$ cat src/rtl/lsu_mem_initiator.sv
`default_nettype none
// +--------------------------------------------------------------------------+
// | lsu_mem_initiator: single-outstanding load/store initiator that drives   |
// | the enable/write/byte_enable/busy data-memory interface.                 |
// | Revision: 1.0                                                            |
// +--------------------------------------------------------------------------+
module lsu_mem_initiator #(
  parameter int ADDR_WIDTH = 14,
  parameter int TIMEOUT    = 64
) (
  input  logic                  clk,
  input  logic                  reset,
  input  logic                  req_valid,
  output logic                  req_ready,
  input  logic                  req_write,
  input  logic [2:0]            req_funct3,
  input  logic [31:0]           req_addr,
  input  logic [31:0]           req_wdata,
  output logic                  resp_valid,
  output logic [31:0]           resp_data,
  output logic [1:0]            resp_error,
  output logic                  mem_enable,
  output logic                  mem_write,
  output logic [ADDR_WIDTH-1:0] mem_addr,
  output logic [3:0]            mem_byte_enable,
  output logic [31:0]           mem_wdata,
  input  logic [31:0]           mem_rdata,
  input  logic                  mem_busy
);

  typedef enum logic [1:0] {
    S_IDLE  = 2'd0,
    S_ISSUE = 2'd1,
    S_WAIT  = 2'd2,
    S_RESP  = 2'd3
  } state_t;

  localparam logic [7:0] TIMEOUT_LAST = 8'(TIMEOUT - 1);

  state_t      state;
  logic        op_write;
  logic [2:0]  op_funct3;
  logic [1:0]  op_lo;
  logic [7:0]  wait_cnt;

  logic        f3_legal;
  logic        misaligned;
  logic        fault;
  logic [3:0]  be_next;
  logic [31:0] wdata_next;

  assign req_ready = (state == S_IDLE);

  always_comb begin
    f3_legal   = 1'b0;
    be_next    = 4'b1111;
    wdata_next = req_wdata;
    case (req_funct3)
      3'b000, 3'b001, 3'b010: f3_legal = 1'b1;
      3'b100, 3'b101:         f3_legal = !req_write;
      default:                f3_legal = 1'b0;
    endcase
    misaligned = (((req_funct3 == 3'b001) || (req_funct3 == 3'b101)) && req_addr[0]) ||
                 ((req_funct3 == 3'b010) && (req_addr[1:0] != 2'b00));
    fault      = (req_addr[31:ADDR_WIDTH] != '0) || !f3_legal;
    case (req_funct3[1:0])
      2'b00: begin
        be_next    = 4'b0001 << req_addr[1:0];
        wdata_next = {4{req_wdata[7:0]}};
      end
      2'b01: begin
        be_next    = req_addr[1] ? 4'b1100 : 4'b0011;
        wdata_next = {2{req_wdata[15:0]}};
      end
      default: begin
        be_next    = 4'b1111;
        wdata_next = req_wdata;
      end
    endcase
  end

  // Shift the addressed lane down to bit 0, then sign/zero extend by funct3.
  function automatic logic [31:0] load_extract(input logic [2:0]  f3,
                                               input logic [1:0]  lo,
                                               input logic [31:0] rd);
    logic [31:0] s;
    s = rd >> {lo, 3'b000};
    case (f3)
      3'b000:  load_extract = {{24{s[7]}}, s[7:0]};
      3'b100:  load_extract = {24'd0, s[7:0]};
      3'b001:  load_extract = {{16{s[15]}}, s[15:0]};
      3'b101:  load_extract = {16'd0, s[15:0]};
      default: load_extract = rd;
    endcase
  endfunction

  always_ff @(posedge clk or negedge reset) begin
    if (!reset) begin
      state           <= S_IDLE;
      op_write        <= 1'b0;
      op_funct3       <= 3'b000;
      op_lo           <= 2'b00;
      wait_cnt        <= 8'd0;
      resp_valid      <= 1'b0;
      resp_data       <= 32'd0;
      resp_error      <= 2'b00;
      mem_enable      <= 1'b0;
      mem_write       <= 1'b0;
      mem_addr        <= '0;
      mem_byte_enable <= 4'b0000;
      mem_wdata       <= 32'd0;
    end else begin
      resp_valid <= 1'b0;
      case (state)
        S_IDLE: begin
          if (req_valid) begin
            op_write  <= req_write;
            op_funct3 <= req_funct3;
            op_lo     <= req_addr[1:0];
            if (misaligned || fault) begin
              state      <= S_RESP;
              resp_valid <= 1'b1;
              resp_data  <= 32'd0;
              resp_error <= misaligned ? 2'b01 : 2'b10;
            end else begin
              state           <= S_ISSUE;
              mem_enable      <= 1'b1;
              mem_write       <= req_write;
              mem_addr        <= req_addr[ADDR_WIDTH-1:0];
              mem_byte_enable <= be_next;
              mem_wdata       <= req_write ? wdata_next : 32'd0;
            end
          end
        end
        S_ISSUE: begin
          mem_enable <= 1'b0;
          mem_write  <= 1'b0;
          wait_cnt   <= 8'd0;
          state      <= S_WAIT;
        end
        S_WAIT: begin
          // Busy is not yet visible in the first WAIT cycle, so it cannot complete.
          if ((wait_cnt != 8'd0) && !mem_busy) begin
            state      <= S_RESP;
            resp_valid <= 1'b1;
            resp_error <= 2'b00;
            resp_data  <= op_write ? 32'd0 : load_extract(op_funct3, op_lo, mem_rdata);
          end else if (wait_cnt == TIMEOUT_LAST) begin
            state      <= S_RESP;
            resp_valid <= 1'b1;
            resp_error <= 2'b11;
            resp_data  <= 32'd0;
          end else begin
            wait_cnt <= wait_cnt + 8'd1;
          end
        end
        S_RESP: begin
          wait_cnt <= 8'd0;
          state    <= S_IDLE;
        end
        default: state <= S_IDLE;
      endcase
    end
  end

endmodule
`default_nettype wire

$ cat config.mk
export PLATFORM = sky130hd
export DESIGN_NAME = lsu_mem_initiator
export DESIGN_NICKNAME = d
export VERILOG_FILES = /design/src/rtl/lsu_mem_initiator.sv
export SDC_FILE = /design/constraint.sdc
export NUM_CORES = 1
export LEC_CHECK = 0
export CORE_MARGIN = 2
export CORE_UTILIZATION = 32
export DETAILED_ROUTE_END_ITERATION = 8
export PLACE_DENSITY = 0.68
export SETUP_SLACK_MARGIN = 0.15
export SYNTH_ARGS = -nofsm -noshare
export SYNTH_HDL_FRONTEND = slang
export SYNTH_SLANG_ARGS = --single-unit
export TNS_END_PERCENT = 20
$ cat constraint.sdc
create_clock -name clk -period 2.6 [get_ports clk]
set_input_delay 0.78 -clock clk [delete_from_list [all_inputs] [get_ports clk]]
set_output_delay 0.78 -clock clk [all_outputs]
set_load 0.01 [all_outputs]
# Word-level counts from Yosys, hierarchy flattened
# Cells that the tools add are included.
[classes] n_eq_ne=18 addsub=1 mux=36 bitwise_logic=1 n_mul=0 shifts=2 n_reduce_logical=29 n_lt_le_gt_ge=0 div=0
[op_table] cell="32-bit 2-to-1 mux" n=6
[op_table] cell="32-bit case mux with 2 select lines" n=2
[op_table] cell="32-bit case mux with 4 select lines" n=1
[op_table] cell="32-bit by 5-bit >> shifter with 16-bit output" n=1
[op_table] cell="18-bit nonzero test" n=1
[op_table] cell="2-bit 2-to-1 mux" n=8
[op_table] cell="8-bit 2-to-1 mux" n=2
[op_table] cell="8-bit case mux with 2 select lines" n=1
[op_table] cell="3-bit == test, second input constant" n=4
[op_table] cell="3-bit AND reduction" n=3
[op_table] cell="8-bit by 1-bit adder with 8-bit output, second input constant" n=1
[op_table] cell="8-bit by 6-bit == test with 1-bit output, second input constant" n=1
[op_table] cell="1-bit 2-to-1 mux" n=8
[op_table] cell="2-bit != test, second input constant" n=4
[op_table] cell="1-bit case mux with 2 select lines" n=4
[op_table] cell="2-bit case mux with 4 select lines" n=1
[op_table] cell="4-bit case mux with 2 select lines" n=1
[op_table] cell="2-bit nonzero test" n=4
[op_table] cell="8-bit nonzero test" n=1
[op_table] cell="3-bit by 1-bit == test with 1-bit output, second input constant" n=2
[op_table] cell="3-bit logical NOT" n=2
[op_table] cell="2-bit by 1-bit == test with 1-bit output, second input constant" n=2
[op_table] cell="2-bit == test, second input constant" n=2
[op_table] cell="2-bit logical NOT" n=2
[op_table] cell="14 further kinds" n=23
[totals] memories=0 latchBits=0 inputBits=104 register_bits=103 mem_bits_ro=0 ram_bits=0

# Logic depth before layout (Yosys ltp)
# Gate-level depths: netlist (run 1).
[depth] depth_word=9 depth_mapped=9

# Least setup slack after synthesis (run 1)
# No wires, ideal clock.
[synth_timing] kind="input-to-reg" from="input req_addr[24]" to="register mem_addr[0]" stages=6 slack_ps=205 t_arrival_ps=2270 n_path_buf=2 required_ps=2475 setup_time_ps=125 path_cell_list="nor4_1 -> nand4_1 -> or4_1 -> buf_6 -> buf_6 -> mux2_4"
[synth_via] elab_chain_len=5
[synth_rtl] element="from (decl)" line_no="17" text="input logic [31:0] req_addr,"
[synth_rtl] element="18-bit nonzero test" line_no="65" text="fault = (req_addr[31:ADDR_WIDTH] != '0) || !f3_legal;"
[synth_rtl] element="1-bit logical OR" line_no="65"
[synth_rtl] element="1-bit logical OR" line_no="120" text="if (misaligned || fault) begin"
[synth_rtl] element="1-bit NOT (no source line)"
[synth_rtl] element="3-bit AND reduction (no source line)"
[synth_rtl] element="to (signal assigned)" line_no="129" text="mem_addr <= req_addr[ADDR_WIDTH-1:0];"
[synth_rtl] element="to (decl)" line_no="24" text="output logic [ADDR_WIDTH-1:0] mem_addr,"
# Every way passes these cells.
# A chain may end at the register's enable or synchronous reset.

# Worst setup path in the final report (run 1)
[layout_timing] from="input req_addr[31]" to="register mem_addr[3]"
# The elaborated chain is that of the path after synthesis.

==> metrics, run 1 <==
status completed; Post-Synth Simple-Gate Area 0.167; Crit. End Element flop; largest family of logic cells by synthesized area compound AO/OA/AOI/OAI gates; hold bufs inserted after CTS 0; Initial DRC Count 236; top cells by area, synth dfrtp_1 (48%), nand2_1 (9.6%), o21ai_0 (5.5%); WS Path Type input port to flop; fin crit share 0.927; average via count per standard cell roughly 5.0; die footprint 0.0178 mm^2; n_diodes 0; DRT Pass-1 Iters 5; worst hold slack after final layout approximately 0.36 ns; Reg clk slew, reported paths roughly 0.07 ns; Final Critical Period around 2.4 ns; die width between 100 and 150 um; worst setup margin approximately 0.19 ns; first-pass GRT wire length between 20 and 30 mm; largest net degree at the start of global routing 45; clock latency on the worst-skew pair between 0.3 and 0.4 ns; grt ovf 0; CTS HTree Levels 3; Final nets just under 900; HP Class input port to async pin; final clock skew 0.00882 ns; Synth Area per Inst about 9.3 um^2; post-synth top area share 0.480; most common cell after layout, fill and taps aside clkdlybuf4s50_1; Layout Area Growth over Synthesis 53.9%; I/O Buffers between 150 and 200; maximum operating frequency 415 MHz; RSZ-0062 raised after global routing yes; Adder-Cell Fraction of Synth Area 0.0140; Mapped Nets between 600 and 700; Die Y approximately 130 um; Critical Path Source Type input port; Syn. warnings 0; cell area after synthesis about 0.0054 mm^2; # Max-Cap Violations 0; multiplexer share of the synthesized area 0.116; routed via count 5057; Post-Place Cells 989; cells after synthesis 575; DRC Markers 0; CTS Sinks 103; Starting Density 0.325; num ports roughly 190; Site Rows between 40 and 50; Worst Path Required 2.84 ns; crit path max-delay cell type or4_4; routed length per instance approximately 17 um; TritonCTS Buffers 9; fin area roughly 0.0083 mm^2; Setup Viol. Count Final 0; most frequent cells in the layout clkdlybuf4s50_1 (172), nand2_1 (138), dfrtp_1 (103); critical path cell sequence dlygate4sd2_1 -> nor4_2 -> buf_4 -> nand4_1 -> or4_4 -> buf_12 -> mux2_4; CP Data Arrival Time 2.65 ns; Power Density 742 mW/mm^2; CTS Root Cell clkbuf_16; Max Slew Vio Count 0; initial antenna violation count 0; post-synth cell types 48; crit path max fanout 8; Global Route Usage Sum 0.192; Crit path largest cell delay approximately 0.62 ns; relative slew slack 0.564; Final TNS setup 0 ns; Reg2Reg Depth 7; post-synth top area cell dfrtp_1; dpl ws -0.578 ns; CTS tree done; clock tree buffer depth 2; final WL 16.9 mm; Synth Area in Compound Gates 0.176; Placeable Area ~0.017 mm^2; sequential area share after synthesis 0.480; Post-Layout Cell Count a little over 1000; final count of hold timing violations 0; placed instance area 0.00780 mm^2; Synth Area in XOR/XNOR 0.00163; measured slew at the worst slew-check pin 0.654 ns; layout cell share with drive strength beyond 1 0.144; Final GP Congestion 0.832; vias in the first global route just under 5000; leakage roughly 3.6 nW; Max VDD drop roughly 400 uV; ANT nets after route 0; #FFs+latches synth a little over 100; HPWL after DPL 12.5 mm
## synth_stat cells (all sizes together)
cell type and instances:
nand2 138, dfrtp 103, o21ai 59, o22ai 39, nor2 33, mux2 32
buf 22, clkbuf 20, mux2i 19, a21oi 16, inv 11, o211ai 10
a22oi 7, ha 6, nor4 6, o31ai 6, nand2b 5, nand3 5
nor3 4, nand4bb 3, o21a 3, o41ai 3, or2 3, a211oi 2
a21o 2, nor2b 2, o32ai 2, a211o 1, a221o 1, a22o 1
a2bb2oi 1, a31oi 1, mux4 1, nand4 1, nor3b 1, nor4b 1
o21bai 1, o2bb2ai 1, or3 1, or4 1, xnor2 1
## routing by layer
metal,wire [um],global-route usage
met3,1470,0.0518
met1,7260,0.250
met4,317,0.0662
met5,0,0
met2,7840,0.310
## worst paths after layout
path,from,endpoint,slack [ns]
worst min-delay path,reset,resp_data[25],0.36
worst min register to register,mem_byte_enable[0],mem_byte_enable[0],0.48
worst max register to register,wait_cnt[0],wait_cnt[5],0.46
min in group clk,mem_byte_enable[0],mem_byte_enable[0],0.48
worst max-delay path,req_addr[31],mem_addr[3],0.19
max in group asynchronous,reset,mem_wdata[25],1.62
## stage by stage
stage | power (mW) | utilization
2_1_floorplan | 3.56 | -
3_3_place_gp | 4.65 | 0.472
4_1_cts | 6.19 | 0.498
3_5_place_dp | 4.68 | 0.472
5_1_grt | 6.55 | 0.500
6_report | 6.14 | 0.500
## worst max-delay path, delay by kind of cell
kind / cells / cell delay [ns]
and+or+nand+nor: 3 / 0.98
muxes: 1 / 0.30
buffers and inverters: 3 / 0.58
## logic make-up (layout without fill, tap and decap cells)
group,count (synthesis),after routing
DFF,103,103
and+or+nand+nor,204,204
xor gates and xnor gates,1,1
muxes,52,52
AOI/OAI and AO/OA,156,156
adders and majority gates,6,6
buffers and inverters,53,268
## registers in the layout (all words and copies together) (netlist names), 2 cells and up
signal	cells
mem_addr	14
mem_byte_enable	4
mem_wdata	32
op_funct3	3
op_lo	2
resp_data	32
resp_error	2
state	2
wait_cnt	8
## final cells by class
class / count / area (um^2)
Multi-Input combinational cell: 419 / 2570
Tap cell: 220 / 275
Fill cell: 1573 / 8260
Clock buffer: 11 / 243
Inverter: 11 / 41.3
Timing Repair Buffer: 241 / 2480
Clock inverter: 5 / 81.3
Sequential cell: 103 / 2580
## power breakdown
group / internal [mW] / switching, mW / total, mW
registers: 1.86 / 0.235 / 2.10
logic: 1.26 / 1.30 / 2.56
clock network: 0.871 / 0.609 / 1.48
total: 3.99 / 2.15 / 6.14
## what timing repair did
action,CTS,global route
endpoints found under the hold margin,0,0
pin swaps,4,6
gates resized for setup,18,20
gates cloned,3,0
endpoints found under the setup margin,85,77
buffers inserted,1,1
(Power assumes the default switching activity.)
==> inputs of run 2 (changes only) <==
--- a/config.mk
+++ b/config.mk
@@ -5,10 +5,11 @@
 export SDC_FILE = /design/constraint.sdc
 export NUM_CORES = 1
 export LEC_CHECK = 0
+export ABC_AREA = 1
 export CORE_MARGIN = 2
 export CORE_UTILIZATION = 32
 export DETAILED_ROUTE_END_ITERATION = 8
-export PLACE_DENSITY = 0.68
+export PLACE_DENSITY = 0.64
 export SETUP_SLACK_MARGIN = 0.15
 export SYNTH_ARGS = -nofsm -noshare
 export SYNTH_HDL_FRONTEND = slang
==> run 2 against run 1 <==
Area after synthesis rose by 4.1%. Fmax rose by 1.6%. Combinational power rose by 4%. Final area fell by 1.7%. Highest routed layer unchanged.
==> metrics, run 2 <==
status completed; busiest metal layer after global routing met2; TritonCTS Buffers 9 (unchanged); top flop regs mem_wdata (32), resp_data (32), mem_addr (14); most frequent cells in the layout nand2_1 (277), clkdlybuf4s50_1 (189), dfrtp_1 (103); Setup Viol. Count Final 0 (unchanged); CTS HTree Levels 3 (unchanged); leakage 3.87 nW (+6.5%); Global Route Usage Sum 0.191 (-0.00141); relative slew slack 0.472 (-0.0915); CP Data Arrival Time 2.67 ns (+0.02 ns); Syn. warnings 0 (unchanged); initial antenna violation count 0 (unchanged); # Max-Cap Violations 0 (unchanged); crit path max fanout 17 (+9); postcts setup bufs 0 (-1); die width 136 um (+1.9%); Final TNS setup 0 ns (unchanged); Final Critical Period 2.37 ns (-0.0382 ns); commonest cells in the synthesized netlist nand2_1 (277), dfrtp_1 (103), inv_1 (57), nand3_1 (53), nor2_1 (40); worst setup margin 0.229 ns (+0.0382 ns); measured slew at the worst slew-check pin 0.792 ns (+0.137 ns); routed via count 5486 (+8.5%); Critical Path Source Type input port; met3 global-route usage 0.0671 (+0.0154); post-synth cell types 34 (-29%); dpl ws -0.229 ns (+0.349 ns); sequential area share after synthesis 0.461 (-0.0187); clock latency on the worst-skew pair 0.36 ns (about the same); DRT Pass-1 Iters 5 (unchanged); top cells by area, synth dfrtp_1 (46%), nand2_1 (19%), nand3_1 (4.7%); Starting Density 0.325 (+0.000338); Initial DRC Count 268 (+14%); Post-Layout Cell Count 1159 (+15%); CTS Root Cell clkbuf_16; most common cell after layout, fill and taps aside nand2_1; met1 Track Usage GR 0.253 (+0.00342); FF/Latch Area 0.00258 mm^2 (unchanged); total power draw 6.14 mW (about the same); first-pass GRT wire length 27.3 mm (+2.1%); clock tree buffer depth 2 (unchanged); RSZ-0062 raised after global routing yes; final WL 17.3 mm (+2.4%); area of the multi-input gates 0.00257 mm^2 (-0.24%); n_diodes 0 (unchanged); routed length per instance 14.9 um (-11%); post-synth top area share 0.461 (-0.0187); layout cell share with drive strength beyond 1 0.0782 (-0.0661); # fillers 1728 (+9.9%); Async SR Flop Fraction 1.00 (unchanged); number of synthesized flops with an enable pin 0 (unchanged); top-count cell post-synth nand2_1; Layout Utilization 0.473 (-0.0270); CTS tree done; Synth Area per Inst 7.57 um^2 (-19%); Power Density 755 mW/mm^2 (+1.7%); DRC Markers 0 (unchanged); Placeable Area 0.0172 mm^2 (+3.9%); Reg clk slew, reported paths 0.07 ns (about the same); vias in the first global route 5211 (+6.6%); Post-Place Cells 1142 (+15%); fin crit share 0.912 (-0.0147); HP Class flop to flop; CTS Sinks 103 (unchanged); grt ovf 0 (unchanged); maximum operating frequency 422 MHz (+1.6%); Final nets 1039 (+16%); Crit. End Element flop; GRT met2 Usage 0.293 (-0.0170); Worst Path Required 2.90 ns (+0.06 ns); final clock skew 0.00913 ns (+0.000304 ns); Layout Area Growth over Synthesis 45.5%; Site Rows 48 (+2.1%); Mapped Nets 848 (+24%); Main synth FF type dfrtp_1; Final GP Congestion 0.837 (+0.65%); Max VDD drop 437 uV (+9.5%); cell area after synthesis 0.00559 mm^2 (+4.1%); num ports 192 (unchanged); ANT nets after route 0 (unchanged); #FFs+latches synth 103 (unchanged); Max Slew Vio Count 0 (unchanged); Die Y 136 um (+1.9%); final count of hold timing violations 0 (unchanged); I/O Buffers 191 (unchanged); die footprint 0.0185 mm^2 (+3.9%); largest net degree at the start of global routing 104 (+130%); HPWL after DPL 12.5 mm (-0.49%); cells after synthesis 738 (+28%); average via count per standard cell 4.73 (-5.5%); post-synth top area cell dfrtp_1; WS Path Type input port to flop
-- run 2: cell type report --
cell class	count	area share
Sequential cell	103	0.317
Multi-Input combinational cell	535	0.316
Clock inverter	5	0.00785
Inverter	64	0.0299
Tap cell	225	0.0346
Timing Repair Buffer	216	0.264
Clock buffer	11	0.0311
-- run 2: routing by layer --
metal | part of all wire | up-vias
met1 | 0.43 | 2486
met5 | 0 | -
met2 | 0.45 | 216
met4 | 0.016 | 0
met3 | 0.10 | 21
li1 | - | 2763
-- run 2: cell families (layout without fill, tap and decap cells) --
| logic type | Yosys count | after routing | synth area share |
|---|---|---|---|
| buffers and inverters | 101 | 296 | 0.0817 |
| adders and majority gates | 6 | 6 | 0.0134 |
| DFF | 103 | 103 | 0.461 |
| muxes | 2 | 2 | 0.00403 |
| and+or+nand+nor | 398 | 399 | 0.304 |
| AOI/OAI and AO/OA | 125 | 125 | 0.131 |
| xor gates and xnor gates | 3 | 3 | 0.00470 |
-- run 2: power by group --
part	switching [mW]	internal [mW]	leakage (nW)	total [mW]
combinational	1.62	1.03	2.30	2.65
sequential	0.210	1.82	1.42	2.03
clock	0.646	0.807	0.152	1.45
total	2.48	3.66	3.87	6.14
-- run 2: through the flow --
step | hold WS, ns | area [um^2]
detailed placement | 0.464 | 7810
CTS | 0.486 | 8130
finish | 0.480 | 8130
global route | 0.506 | 8130
global placement | 0.463 | 7810
floorplan | 0.475 | 5590
-- run 2: final timing paths --
kind	startpoint	endpoint	slack (ns)	cells past startpoint
worst max register to register	state[0]	resp_data[9]	0.32	9
worst max-delay path	req_funct3[1]	resp_data[9]	0.23	10
min in group asynchronous	reset	wait_cnt[4]	0.50	2
worst min register to register	resp_data[19]	resp_data[19]	0.48	2
worst min-delay path	resp_data[19]	resp_data[19]	0.48	2
max in group asynchronous	reset	mem_wdata[23]	1.66	2
-- run 2: what timing repair did --
item / in CTS / in global routing
gates cloned: 0 / 1
hold buffers: 0 / 0
setup endpoints to repair: 2 / 34
pin swaps: 0 / 1
endpoints found under the hold margin: 0 / 0
gates resized for setup: 1 / 0
-- run 2: worst max-delay path: stages --
cell and delay, ns:
clkdlybuf4s50_1 0.53, inv_4 0.12, nand3_1 0.06, nand2_1 0.08, nand2_2 0.06, nand2_2 0.11
nor3_2 0.08, nor2_2 0.59, nand3_1 0.14, nand2_1 0.10
